===== src/rtl/maze_pkg.sv =====
// Shared MazeRunner types: remote command opcodes, sequencer states and the
// acknowledge byte the UART wrapper sends back.
package maze_pkg;

    typedef enum logic [2:0] {
        CAL   = 3'b000,
        HDG   = 3'b001,
        MOVE  = 3'b010,
        SOLVE = 3'b011
    } opcode_t;

    typedef enum logic [2:0] {
        StIdle,
        StCal,
        StHdg,
        StMove,
        StSolve
    } state_t;

    localparam logic [7:0] RESP_ACK = 8'hA5;

endpackage


===== src/rtl/cmd_proc.sv =====
// Remote command sequencer: accepts one 16-bit command at a time, launches the
// matching unit and requests an acknowledge once that unit reports completion.
module cmd_proc
    import maze_pkg::*;
#(
    parameter int unsigned HDG_W = 12
) (
    input  logic             clk,
    input  logic             rst_n,
    input  logic [15:0]      cmd,
    input  logic             cmd_rdy,
    output logic             clr_cmd_rdy,
    output logic             send_resp,
    output logic             strt_cal,
    input  logic             cal_done,
    output logic             in_cal,
    output logic             strt_hdng,
    output logic             strt_mv,
    output logic             stp_lft,
    output logic             stp_rght,
    output logic [HDG_W-1:0] dsrd_hdg,
    input  logic             mv_cmplt,
    output logic             cmd_md,
    output logic             lft_rght_pref,
    input  logic             sol_cmplt
);

    state_t state_q;

    // cmd[12] carries no meaning for any opcode.
    logic unused_cmd;
    assign unused_cmd = cmd[12];

    // clr_cmd_rdy is high exactly in the cycle after acceptance, so it doubles as
    // the guard that masks a stale done and stops re-accepting a word the wrapper
    // has not yet dropped.
    always_ff @(posedge clk or negedge rst_n) begin
        if (!rst_n) begin
            state_q       <= StIdle;
            clr_cmd_rdy   <= 1'b0;
            send_resp     <= 1'b0;
            strt_cal      <= 1'b0;
            in_cal        <= 1'b0;
            strt_hdng     <= 1'b0;
            strt_mv       <= 1'b0;
            stp_lft       <= 1'b0;
            stp_rght      <= 1'b0;
            dsrd_hdg      <= '0;
            cmd_md        <= 1'b1;
            lft_rght_pref <= 1'b0;
        end else begin
            clr_cmd_rdy <= 1'b0;
            send_resp   <= 1'b0;
            strt_cal    <= 1'b0;
            strt_hdng   <= 1'b0;
            strt_mv     <= 1'b0;
            case (state_q)
                StIdle: begin
                    if (cmd_rdy && !clr_cmd_rdy) begin
                        clr_cmd_rdy <= 1'b1;
                        case (cmd[15:13])
                            CAL: begin
                                strt_cal <= 1'b1;
                                in_cal   <= 1'b1;
                                state_q  <= StCal;
                            end
                            HDG: begin
                                dsrd_hdg  <= cmd[HDG_W-1:0];
                                strt_hdng <= 1'b1;
                                state_q   <= StHdg;
                            end
                            MOVE: begin
                                stp_lft  <= cmd[1];
                                stp_rght <= cmd[0];
                                strt_mv  <= 1'b1;
                                state_q  <= StMove;
                            end
                            SOLVE: begin
                                lft_rght_pref <= cmd[0];
                                cmd_md        <= 1'b0;
                                state_q       <= StSolve;
                            end
                            default: ;
                        endcase
                    end
                end
                StCal: begin
                    if (!clr_cmd_rdy && cal_done) begin
                        send_resp <= 1'b1;
                        in_cal    <= 1'b0;
                        state_q   <= StIdle;
                    end
                end
                StHdg, StMove: begin
                    if (!clr_cmd_rdy && mv_cmplt) begin
                        send_resp <= 1'b1;
                        stp_lft   <= 1'b0;
                        stp_rght  <= 1'b0;
                        state_q   <= StIdle;
                    end
                end
                StSolve: begin
                    if (!clr_cmd_rdy && sol_cmplt) begin
                        send_resp <= 1'b1;
                        cmd_md    <= 1'b1;
                        state_q   <= StIdle;
                    end
                end
                default: state_q <= StIdle;
            endcase
        end
    end

endmodule


===== config.mk =====
export PLATFORM = sky130hd
export DESIGN_NAME = cmd_proc
export DESIGN_NICKNAME = d
export VERILOG_FILES = /design/src/rtl/maze_pkg.sv /design/src/rtl/cmd_proc.sv
export SDC_FILE = /design/constraint.sdc
export NUM_CORES = 1
export LEC_CHECK = 0
export BUFFER_PORTS_ARGS = -buffer_cell sky130_fd_sc_hd__buf_4
export CELL_PAD_IN_SITES_DETAIL_PLACEMENT = 1
export CELL_PAD_IN_SITES_GLOBAL_PLACEMENT = 1
export CORE_MARGIN = 2
export CORE_UTILIZATION = 37
export DETAILED_ROUTE_END_ITERATION = 12
export PLACE_DENSITY = 0.89
export SYNTH_ARGS = -nofsm -noshare
export SYNTH_HDL_FRONTEND = slang
export SYNTH_SLANG_ARGS = --single-unit

===== constraint.sdc =====
create_clock -name clk -period 2.15 [get_ports clk]
set_input_delay 0.1075 -clock clk [delete_from_list [all_inputs] [get_ports clk]]
set_output_delay 0.1075 -clock clk [all_outputs]
set_load 0.005 [all_outputs]

==> impl_metrics.csv, run 1 <==
group,metric,value,unit
pwr,p_int,0.00121,W
synthesis,synth_compound_area_share,9.34,%
finish,drive_above_1_share,48.9,%
drt,drtPass1Iterations,4,
critical_path,r2r_end,"dsrd_hdg[0]",
critical_path,cp.depth,5,
sta,timing.final.crit_share,86.5,%
grt,grt_pass1_wl,4000,um
floorplanning,fp.dieW,60.1,um
synthesis,ys_ff_latch,25,
synthesis,synth.area.top_cells,"dfrtp_1, mux2_4, mux2_2, buf_6, dfstp_2",
finish,final_cells,181,
synthesis,yosysSeqAreaShare,53.8,%
place,dp_cells,170,
critical_path,worstPathMaxFanout,13,
critical_path,cp.arrival,2.07,ns
critical_path,cp_slowest_cell,"dfrtp_1",
critical_path,cp_top_family,"simple AND/OR/NAND/NOR gates",
synthesis,ys_warn_count,0,
place,dp_hpwl,1940,um
clock_tree,clk_path_buf_depth,2,
pwr,leakage,0.801,nW
critical_path,crit_buf_inv,1,
place,portBuffers,42,
synthesis,yosysUniqueCellTypes,31,
critical_path,timing.rr.start,"state_q[1]",
sta,timing.setup.tns,0,ns
critical_path,max_stage_delay,0.53,ns
clock_tree,root_buffer,"clkbuf_4",
pwr,switching_share,32.2,%
drt,vias_per_cell,4.85,
critical_path,worst-endpoint-required,2.36,ns
floorplanning,fp.dieH,60.1,um
critical_path,path_class,"reg -> reg",
finish,syn_to_final_growth,35.7,%
sta,rsz0062_at_grt,"no",
synthesis,synth-simple-area-share,12.7,%
finish,final_cell_mix,"buf_4, dfrtp_1, mux2_4",
pwr,comb_power_share,42.2,%
sta,max_freq,538,MHz
sta,finClkSkew,0.00361,ns
place,dpl-instance-area,0.00148,mm^2
floorplanning,core,0.00303,mm^2
grt,antenna_found_initial,0,
synthesis,syn-num-nets,109,
floorplanning,rows,20,
grt,grt_pass1_vias,873,
synthesis,synth_area_per_cell,13.4,um^2
floorplanning,initial_core_util,38.5,%
critical_path,end_kind,"register",
floorplanning,ios,44,
sta,slew_headroom,73.4,%
worst_hold_path,hold_class,"in -> reg",
floorplanning,dieArea,0.00361,mm^2
drt,finalWirelength,2630,um
synthesis,synth_cells,87,
status,run_status,"completed",
synthesis,synth_top_family_by_area,"multiplexers",
sta,worst_pin_slew,0.395,ns
clock_tree,cts_setup_buffers,0,
critical_path,startpoint,"state_q[1]",
clock_tree,cts_tree,"yes",
drt,drc_errors,0,
clock_tree,clk_pin_slew,0.13,ns
finish,antenna_cells,0,
drt,dr.first_iter.drc_count,22,
drt,wire_per_inst,14.5,um
grt,grt_max_degree,26,
synthesis,synth-adder-area-share,0,%
clock_tree,cts_buffers,3,
sta,slew_viol_final,0,
grt,track_usage,15.0,%
finish,final_common_cell,"buf_4",
grt,gr-total-overflow,0,
pwr,p_sw,0.000573,W
place,pre_cts_ws,0.312,ns
sta,period_needed,1.86,ns
synthesis,netlist_area,0.00116,mm^2
clock_tree,clock_latency,0.31,ns
place,gp_congestion,0.859,
critical_path,crit_path_end,"dsrd_hdg[0]",
critical_path,rr_worst_depth,5,
flow_run,drv_cap,0,
sta,finalHoldViolCount,0,
synthesis,synthMuxAreaShare,16.3,%
critical_path,r2r_slack,0.29,ns
finish,nNetsFinal,160,
critical_path,worstPathCellList,"nor2_4 > nand3_2 > or3_1 > buf_4 > mux2_4",
drt,antenna_left,0,
synthesis,yosysTopAreaCell,"dfrtp_1",
pwr,vdd_drop_max,417,uV
sta,setup_viol,0,
finish,fillers,344,
pwr,powerDensity,1130,mW/mm^2
finish,final_cell_area,0.00158,mm^2
critical_path,startpoint_type,"register",
clock_tree,cts_sinks,25,
clock_tree,h-tree-depth,1,
drt,routed-via-count,878,
sta,setup_ws,0.291,ns
pwr,clock_power_share,11.4,%
pwr,p_seq_share,46.4,%
synthesis,synth-xor-area-share,0.752,%
synthesis,synth_top_area_share,51.6,%
-- worst reg2reg max path: stages (launching register included) --
cell and delay (ns):
dfrtp_1 0.53, nor2_4 0.22, nand3_2 0.13, or3_1 0.35, buf_4 0.21, mux2_4 0.32
-- metal layers --
layer  part of all wire, %  track usage [%]  vias to the layer above
li1                      -                -                      410
met1                    43             18.9                      429
met4                  0.15             3.81                        0
met3                   7.6             3.46                        2
met5                     0                0                        -
met2                    49             25.8                       37
-- stage by stage --
stage,util [%],hold WS (ns),power [W]
floorplan,-,-0.188,0.00124
global placement,49.0,0.0246,0.00155
detailed placement,49.0,0.0289,0.00158
CTS,50.9,0.00109,0.00181
global route,52.2,0.00359,0.00191
finish,52.2,0.0219,0.00178
-- worst min path at each step --
stage | startpoint | endpoint | slack, ns | cells after the start
after floorplan | rst_n | clr_cmd_rdy | -0.19 | 0
after global placement | rst_n | dsrd_hdg[5] | 0.02 | 1
after detailed placement | rst_n | dsrd_hdg[3] | 0.03 | 1
after CTS | cmd[6] | dsrd_hdg[6] | 0.001 | 2
after global routing | cmd[6] | dsrd_hdg[6] | 0.004 | 2
final | cmd[7] | dsrd_hdg[7] | 0.02 | 2
-- flip-flops by register name, summed over array words and instances, names as in the netlist --
name,flops
dsrd_hdg,12
state_q,3
clr_cmd_rdy,1
cmd_md,1
in_cal,1
lft_rght_pref,1
send_resp,1
stp_lft,1
stp_rght,1
strt_cal,1
strt_hdng,1
strt_mv,1
-- final cells by class --
type                       count  area (um^2)  share of cell area, %
sequential                    25          627                   39.7
multi-input combinational     53          455                   28.8
timing repair buffer          51          400                   25.3
tap                           44         55.1                   3.48
clock buffer                   3         22.5                   1.43
inverter                       4         15.0                  0.950
clock inverter                 1         5.00                  0.317
-- cell families (layout without fill, tap and decap cells) --
kind of cell / count (synthesis) / count (layout)
AO/OA/AOI/OAI: 15 / 15
buffers and inverters: 9 / 59
multiplexers: 14 / 14
AND/OR/NAND/NOR: 23 / 23
flip-flops: 25 / 25
XOR/XNOR: 1 / 1
-- power groups by stage --
| stage | clock [W] | combinational [W] | sequential (W) |
|---|---|---|---|
| 3_3_place_gp | 0 | 0.000726 | 0.000823 |
| 5_1_grt | 0.000238 | 0.000822 | 0.000854 |
| 3_5_place_dp | 0 | 0.000743 | 0.000840 |
| 2_1_floorplan | 0 | 0.000448 | 0.000787 |
| 6_report | 0.000203 | 0.000752 | 0.000828 |
| 4_1_cts | 0.000223 | 0.000753 | 0.000830 |
-- synthesized netlist by cell type --
| library cell | n |
|---|---|
| o21ai_0 | 3 |
| nand2b_1 | 3 |
| nand2_1 | 4 |
| a21oi_1 | 3 |
| nor2_4 | 2 |
| a22o_1 | 2 |
| mux2_2 | 4 |
| nor4_1 | 2 |
| or2b_1 | 1 |
| a31oi_1 | 1 |
| dfrtp_1 | 24 |
| inv_1 | 4 |
| buf_12 | 1 |
| nor4b_1 | 1 |
| or3_1 | 1 |
| nor2_1 | 2 |
| dfstp_2 | 1 |
| o21a_1 | 1 |
| o21bai_1 | 1 |
| a32o_1 | 2 |
| buf_6 | 3 |
| clkbuf_8 | 1 |
| o41ai_1 | 1 |
| nand3_2 | 1 |
| a221o_2 | 1 |
| xnor2_1 | 1 |
| mux2_4 | 9 |
| nor3_1 | 3 |
| and4b_2 | 1 |
| mux2i_1 | 1 |
| nor2b_1 | 2 |
-- what timing repair did --
action                                 in CTS  in global routing
gates resized for setup                     0                  0
hold buffers                                3                  4
endpoints found under the hold margin      26                  4
(Power assumes the default switching activity.)
==> run 2: changes to the inputs <==
--- a/config.mk
+++ b/config.mk
@@ -9,9 +9,9 @@
 export CELL_PAD_IN_SITES_DETAIL_PLACEMENT = 1
 export CELL_PAD_IN_SITES_GLOBAL_PLACEMENT = 1
 export CORE_MARGIN = 2
-export CORE_UTILIZATION = 37
+export CORE_UTILIZATION = 40
 export DETAILED_ROUTE_END_ITERATION = 12
-export PLACE_DENSITY = 0.89
+export PLACE_DENSITY = 0.94
 export SYNTH_ARGS = -nofsm -noshare
 export SYNTH_HDL_FRONTEND = slang
 export SYNTH_SLANG_ARGS = --single-unit
==> constraint.sdc (replaced) <==
create_clock -name clk -period 2.4 [get_ports clk]
set_input_delay 0.12 -clock clk [delete_from_list [all_inputs] [get_ports clk]]
set_output_delay 0.12 -clock clk [all_outputs]
set_load 0.005 [all_outputs]
==> impl_metrics.csv, run 2 (synthesis results as in run 1) <==
group,metric,value,unit
clock_tree,clk_pin_slew,0.12,ns
drt,wire_per_inst,15.6,um
grt,antenna_found_initial,0,
floorplanning,initial_core_util,42.2,%
grt,gr-total-overflow,0,
drt,finalWirelength,2520,um
grt,track_usage,16.1,%
finish,multi_input_area,455,um^2
clock_tree,clk_path_buf_depth,2,
drt,drtPass1Iterations,2,
finish,regArea,627,um^2
critical_path,startpoint_type,"register",
place,dp_cells,157,
sta,finClkSkew,0.00438,ns
critical_path,path_class,"reg -> reg",
clock_tree,h-tree-depth,1,
place,dp_hpwl,2030,um
finish,final_cell_mix,"buf_4, dfrtp_1, mux2_4",
drt,routed-via-count,843,
clock_tree,cts_buffers,3,
clock_tree,cts_setup_buffers,0,
critical_path,cp.arrival,2.23,ns
grt,grt_pass1_wl,4150,um
worst_hold_path,hold_class,"in -> reg",
finish,antenna_cells,0,
floorplanning,fp.dieW,58.0,um
grt,grt_pass1_vias,849,
drt,drc_errors,0,
finish,nNetsFinal,154,
drt,vias_per_cell,5.20,
sta,max_freq,490,MHz
critical_path,end_kind,"register",
critical_path,worst-endpoint-required,2.59,ns
sta,timing.setup.tns,0,ns
pwr,p_int,0.00109,W
finish,reg_top3,"dsrd_hdg: 12 flops, state_q: 3 flops",
sta,slew_headroom,53.1,%
clock_tree,cts_sinks,25,
finish,syn_to_final_growth,29.0,%
grt,grt_max_degree,26,
finish,drive_above_1_share,50.4,%
drt,antenna_left,0,
critical_path,worstPathMaxFanout,13,
sta,slew_viol_final,0,
clock_tree,clock_latency,0.29,ns
place,portBuffers,42,
sta,finalHoldViolCount,0,
pwr,p_sw,0.000497,W
finish,final_common_cell,"buf_4",
pwr,powerDensity,1050,mW/mm^2
floorplanning,fp.dieH,58.0,um
status,run_status,"completed",
floorplanning,dieArea,0.00336,mm^2
clock_tree,root_buffer,"clkbuf_4",
pwr,comb_power_share,43.3,%
floorplanning,rows,19,
place,gp_congestion,0.854,
flow_run,drv_cap,0,
floorplanning,core,0.00276,mm^2
finish,final_cells,162,
pwr,p_seq_share,45.8,%
sta,setup_viol,0,
pwr,vdd_drop_max,633,uV
sta,period_needed,2.04,ns
place,pre_cts_ws,0.369,ns
sta,setup_ws,0.358,ns
clock_tree,cts_tree,"yes",
sta,timing.final.crit_share,85.1,%
finish,top_register,"dsrd_hdg",
drt,dr.first_iter.drc_count,20,
pwr,leakage,0.772,nW
finish,fillers,297,
finish,largest_reg_flops,12,
floorplanning,ios,44,
clock_tree,postCtsHoldBufs,1,
pwr,clock_power_share,10.8,%
clock_tree,cts_resized,0,
sta,rsz0062_at_grt,"no",
sta,worst_pin_slew,0.704,ns
pwr,switching_share,31.4,%
## run 2: cell count changes in the layout (fill, tap and decap cells not counted)
| cell | delta |
|---|---|
| clkinv_2 | -1 |
| clkbuf_1 | +1 |
| dlygate4sd3_1 | -6 |
## run 2: routing by layer
layer | vias up | global-route usage [%] | share of wire (%)
met5 | - | 0 | 0
met4 | 0 | 1.99 | 0.32
met3 | 2 | 3.79 | 8.0
met2 | 32 | 28.6 | 51
met1 | 411 | 20.6 | 40
li1 | 398 | - | -
## run 2: layout make-up
| cell class | count | share of cell area, % |
|---|---|---|
| Multi-Input combinational cell | 53 | 30.3 |
| Timing Repair Buffer | 45 | 22.6 |
| Inverter | 4 | 0.999 |
| Clock buffer | 4 | 1.75 |
| Sequential cell | 25 | 41.7 |
| Tap cell | 31 | 2.58 |
## run 2: critical path, cell delays in order (launching register included)
cell and delay, ns:
dfrtp_1 0.51, nor2_4 0.22, nand3_2 0.13, or3_1 0.67
mux2_4 0.41
## run 2: metrics by stage
stage	power, W	instance area [um^2]	hold slack, ns	utilization [%]
2_1_floorplan	0.00111	1160	-0.176	-
3_3_place_gp	0.00139	1470	0.0336	53.2
3_5_place_dp	0.00143	1470	0.0370	53.2
4_1_cts	0.00161	1500	0.00246	54.5
5_1_grt	0.00170	1500	0.00580	54.5
6_report	0.00158	1500	0.0150	54.5
## run 2: final timing paths
| kind | slack, ns | startpoint | endpoint | cells past startpoint |
|---|---|---|---|---|
| setup / recovery | 0.36 | state_q[0] | dsrd_hdg[1] | 4 |
| hold / removal | 0.02 | cmd[13] | strt_cal | 2 |
| setup reg to reg | 0.36 | state_q[0] | dsrd_hdg[1] | 4 |
| hold reg to reg | 0.52 | dsrd_hdg[9] | dsrd_hdg[9] | 1 |
| max in group asynchronous | 1.85 | rst_n | cmd_md | 2 |
| min in group asynchronous | 0.25 | rst_n | dsrd_hdg[4] | 2 |
## run 2: power by group through the flow
stage | sequential (W) | clock [W] | combinational, W
detailed placement | 0.000739 | 0 | 0.000693
finish | 0.000726 | 0.000172 | 0.000686
CTS | 0.000730 | 0.000181 | 0.000699
global route | 0.000746 | 0.000197 | 0.000757
floorplan | 0.000705 | 0 | 0.000401
global placement | 0.000721 | 0 | 0.000671
==> run 3: changes to the inputs <==
--- a/config.mk
+++ b/config.mk
@@ -5,13 +5,14 @@
 export SDC_FILE = /design/constraint.sdc
 export NUM_CORES = 1
 export LEC_CHECK = 0
+export ABC_CLOCK_PERIOD_IN_PS = 2400
 export BUFFER_PORTS_ARGS = -buffer_cell sky130_fd_sc_hd__buf_4
 export CELL_PAD_IN_SITES_DETAIL_PLACEMENT = 1
 export CELL_PAD_IN_SITES_GLOBAL_PLACEMENT = 1
 export CORE_MARGIN = 2
-export CORE_UTILIZATION = 40
+export CORE_UTILIZATION = 25
 export DETAILED_ROUTE_END_ITERATION = 12
-export PLACE_DENSITY = 0.94
+export PLACE_DENSITY = 0.67
 export SYNTH_ARGS = -nofsm -noshare
 export SYNTH_HDL_FRONTEND = slang
 export SYNTH_SLANG_ARGS = --single-unit
==> impl_metrics.csv, run 3 (synthesis results as in run 1) <==
group,metric,value,unit
status,run_status,"completed",
sta,slew_viol_final,0,
floorplanning,dieArea,0.00522,mm^2
finish,multi_input_area,455,um^2
finish,largest_reg_flops,12,
grt,track_usage,11.2,%
pwr,powerDensity,1070,mW/mm^2
finish,regArea,627,um^2
sta,finClkSkew,0.00355,ns
place,dp_hpwl,2160,um
clock_tree,cts_tree,"yes",
floorplanning,initial_core_util,26.4,%
drt,finalWirelength,2750,um
place,dp_cells,178,
worst_hold_path,hold_depth,2,
sta,finalHoldViolCount,0,
critical_path,timing.rr.start,"state_q[0]",
critical_path,cp.arrival,2.19,ns
pwr,power,0.00166,W
worst_hold_path,min_from,"cmd[13]",
grt,grt_max_degree,26,
finish,final_cell_mix,"buf_4, dfrtp_1, mux2_4",
grt,antenna_found_initial,0,
finish,antenna_cells,0,
finish,top_register,"dsrd_hdg",
clock_tree,cts_sinks,25,
finish,nNetsFinal,154,
critical_path,max_stage_delay,0.68,ns
critical_path,r2r_slack,0.36,ns
sta,whs,0.0551,ns
clock_tree,cts_buffers,3,
floorplanning,ios,44,
pwr,leakage,0.779,nW
drt,routed-via-count,849,
floorplanning,fp.dieW,72.3,um
critical_path,worstPathCellList,"nor2_4 > nand3_2 > or3_1 > mux2_4",
sta,max_freq,491,MHz
critical_path,end_kind,"register",
drt,drc_errors,0,
clock_tree,clk_pin_slew,0.08,ns
sta,worst_pin_slew,0.728,ns
place,gp_congestion,0.819,
clock_tree,clk_path_buf_depth,2,
finish,fillers,484,
clock_tree,h-tree-depth,1,
finish,final_cells,183,
clock_tree,root_buffer,"clkbuf_8",
sta,timing.final.crit_share,84.9,%
critical_path,rr_worst_depth,4,
clock_tree,cts_setup_buffers,0,
sta,timing.setup.tns,0,ns
drt,drtPass1Iterations,4,
critical_path,r2r_end,"dsrd_hdg[11]",
sta,setup_viol,0,
flow_run,drv_cap,0,
place,dpl-instance-area,0.00149,mm^2
finish,syn_to_final_growth,32.9,%
place,portBuffers,42,
worst_hold_path,min_to,"strt_cal",
grt,gr-total-overflow,0,
critical_path,startpoint_type,"register",
critical_path,worst-endpoint-required,2.55,ns
grt,grt_pass1_wl,4580,um
worst_hold_path,hold_class,"in -> reg",
sta,slew_headroom,51.4,%
critical_path,cp_slowest_cell,"or3_1",
critical_path,path_class,"reg -> reg",
floorplanning,rows,24,
drt,vias_per_cell,4.64,
finish,final_common_cell,"buf_4",
floorplanning,core,0.00441,mm^2
grt,grt_pass1_vias,930,
pwr,vdd_drop_max,254,uV
sta,rsz0062_at_grt,"no",
finish,reg_top3,"dsrd_hdg: 12 flops, state_q: 3 flops",
finish,drive_above_1_share,50.4,%
floorplanning,fp.dieH,72.3,um
drt,dr.first_iter.drc_count,37,
drt,wire_per_inst,15.0,um
critical_path,worstPathMaxFanout,13,
drt,antenna_left,0,
sta,period_needed,2.04,ns
finish,final_cell_area,0.00155,mm^2
clock_tree,clock_latency,0.26,ns
run 3: cell counts in the layout (fill, tap and decap cells not counted):
No cell type changed its count.
run 3: cell type report:
cell class | instances | area share (%)
Tap cell | 52 | 4.20
Sequential cell | 25 | 40.5
Timing Repair Buffer | 45 | 22.0
Multi-Input combinational cell | 53 | 29.4
Clock buffer | 4 | 2.91
Inverter | 4 | 0.970
run 3: worst max path at each step:
stage,from,end,slack [ns],cells past startpoint
after floorplan,state_q[0],dsrd_hdg[0],0.65,7
after global placement,state_q[0],dsrd_hdg[7],0.41,4
after detailed placement,state_q[0],dsrd_hdg[11],0.38,4
after CTS,state_q[0],dsrd_hdg[11],0.37,4
after global routing,state_q[0],dsrd_hdg[6],0.29,4
final,state_q[0],dsrd_hdg[11],0.36,4
run 3: metrics by stage:
stage          setup WS [ns]  util, %
6_report               0.362     35.1
4_1_cts                0.370     35.1
3_3_place_gp           0.405     33.8
3_5_place_dp           0.379     33.8
5_1_grt                0.292     35.1
2_1_floorplan          0.651        -
run 3: worst max-delay path, delay by kind of cell, from the launching register on:
kind / cells / cell delay, ns
AND/OR/NAND/NOR: 3 / 1.02
flip-flops: 1 / 0.49
multiplexers: 1 / 0.41
run 3: repair_timing:
item | in CTS | in global routing
hold endpoints to repair | 24 | 0
hold buffers | 1 | 0
gates resized for setup | 0 | 0
run 3: routing by layer:
layer / global-route usage, % / vias to the layer above / part of all wire, %
li1: - / 394 / -
met4: 2.94 / 0 / 0
met3: 2.50 / 0 / 7.6
met5: 0 / - / 0
met1: 15.1 / 422 / 44
met2: 18.1 / 33 / 48
run 3: power breakdown:
group	switching [W]	internal (W)
sequential	0.000134	0.000593
clock	0.000121	0.000118
combinational	0.000263	0.000431
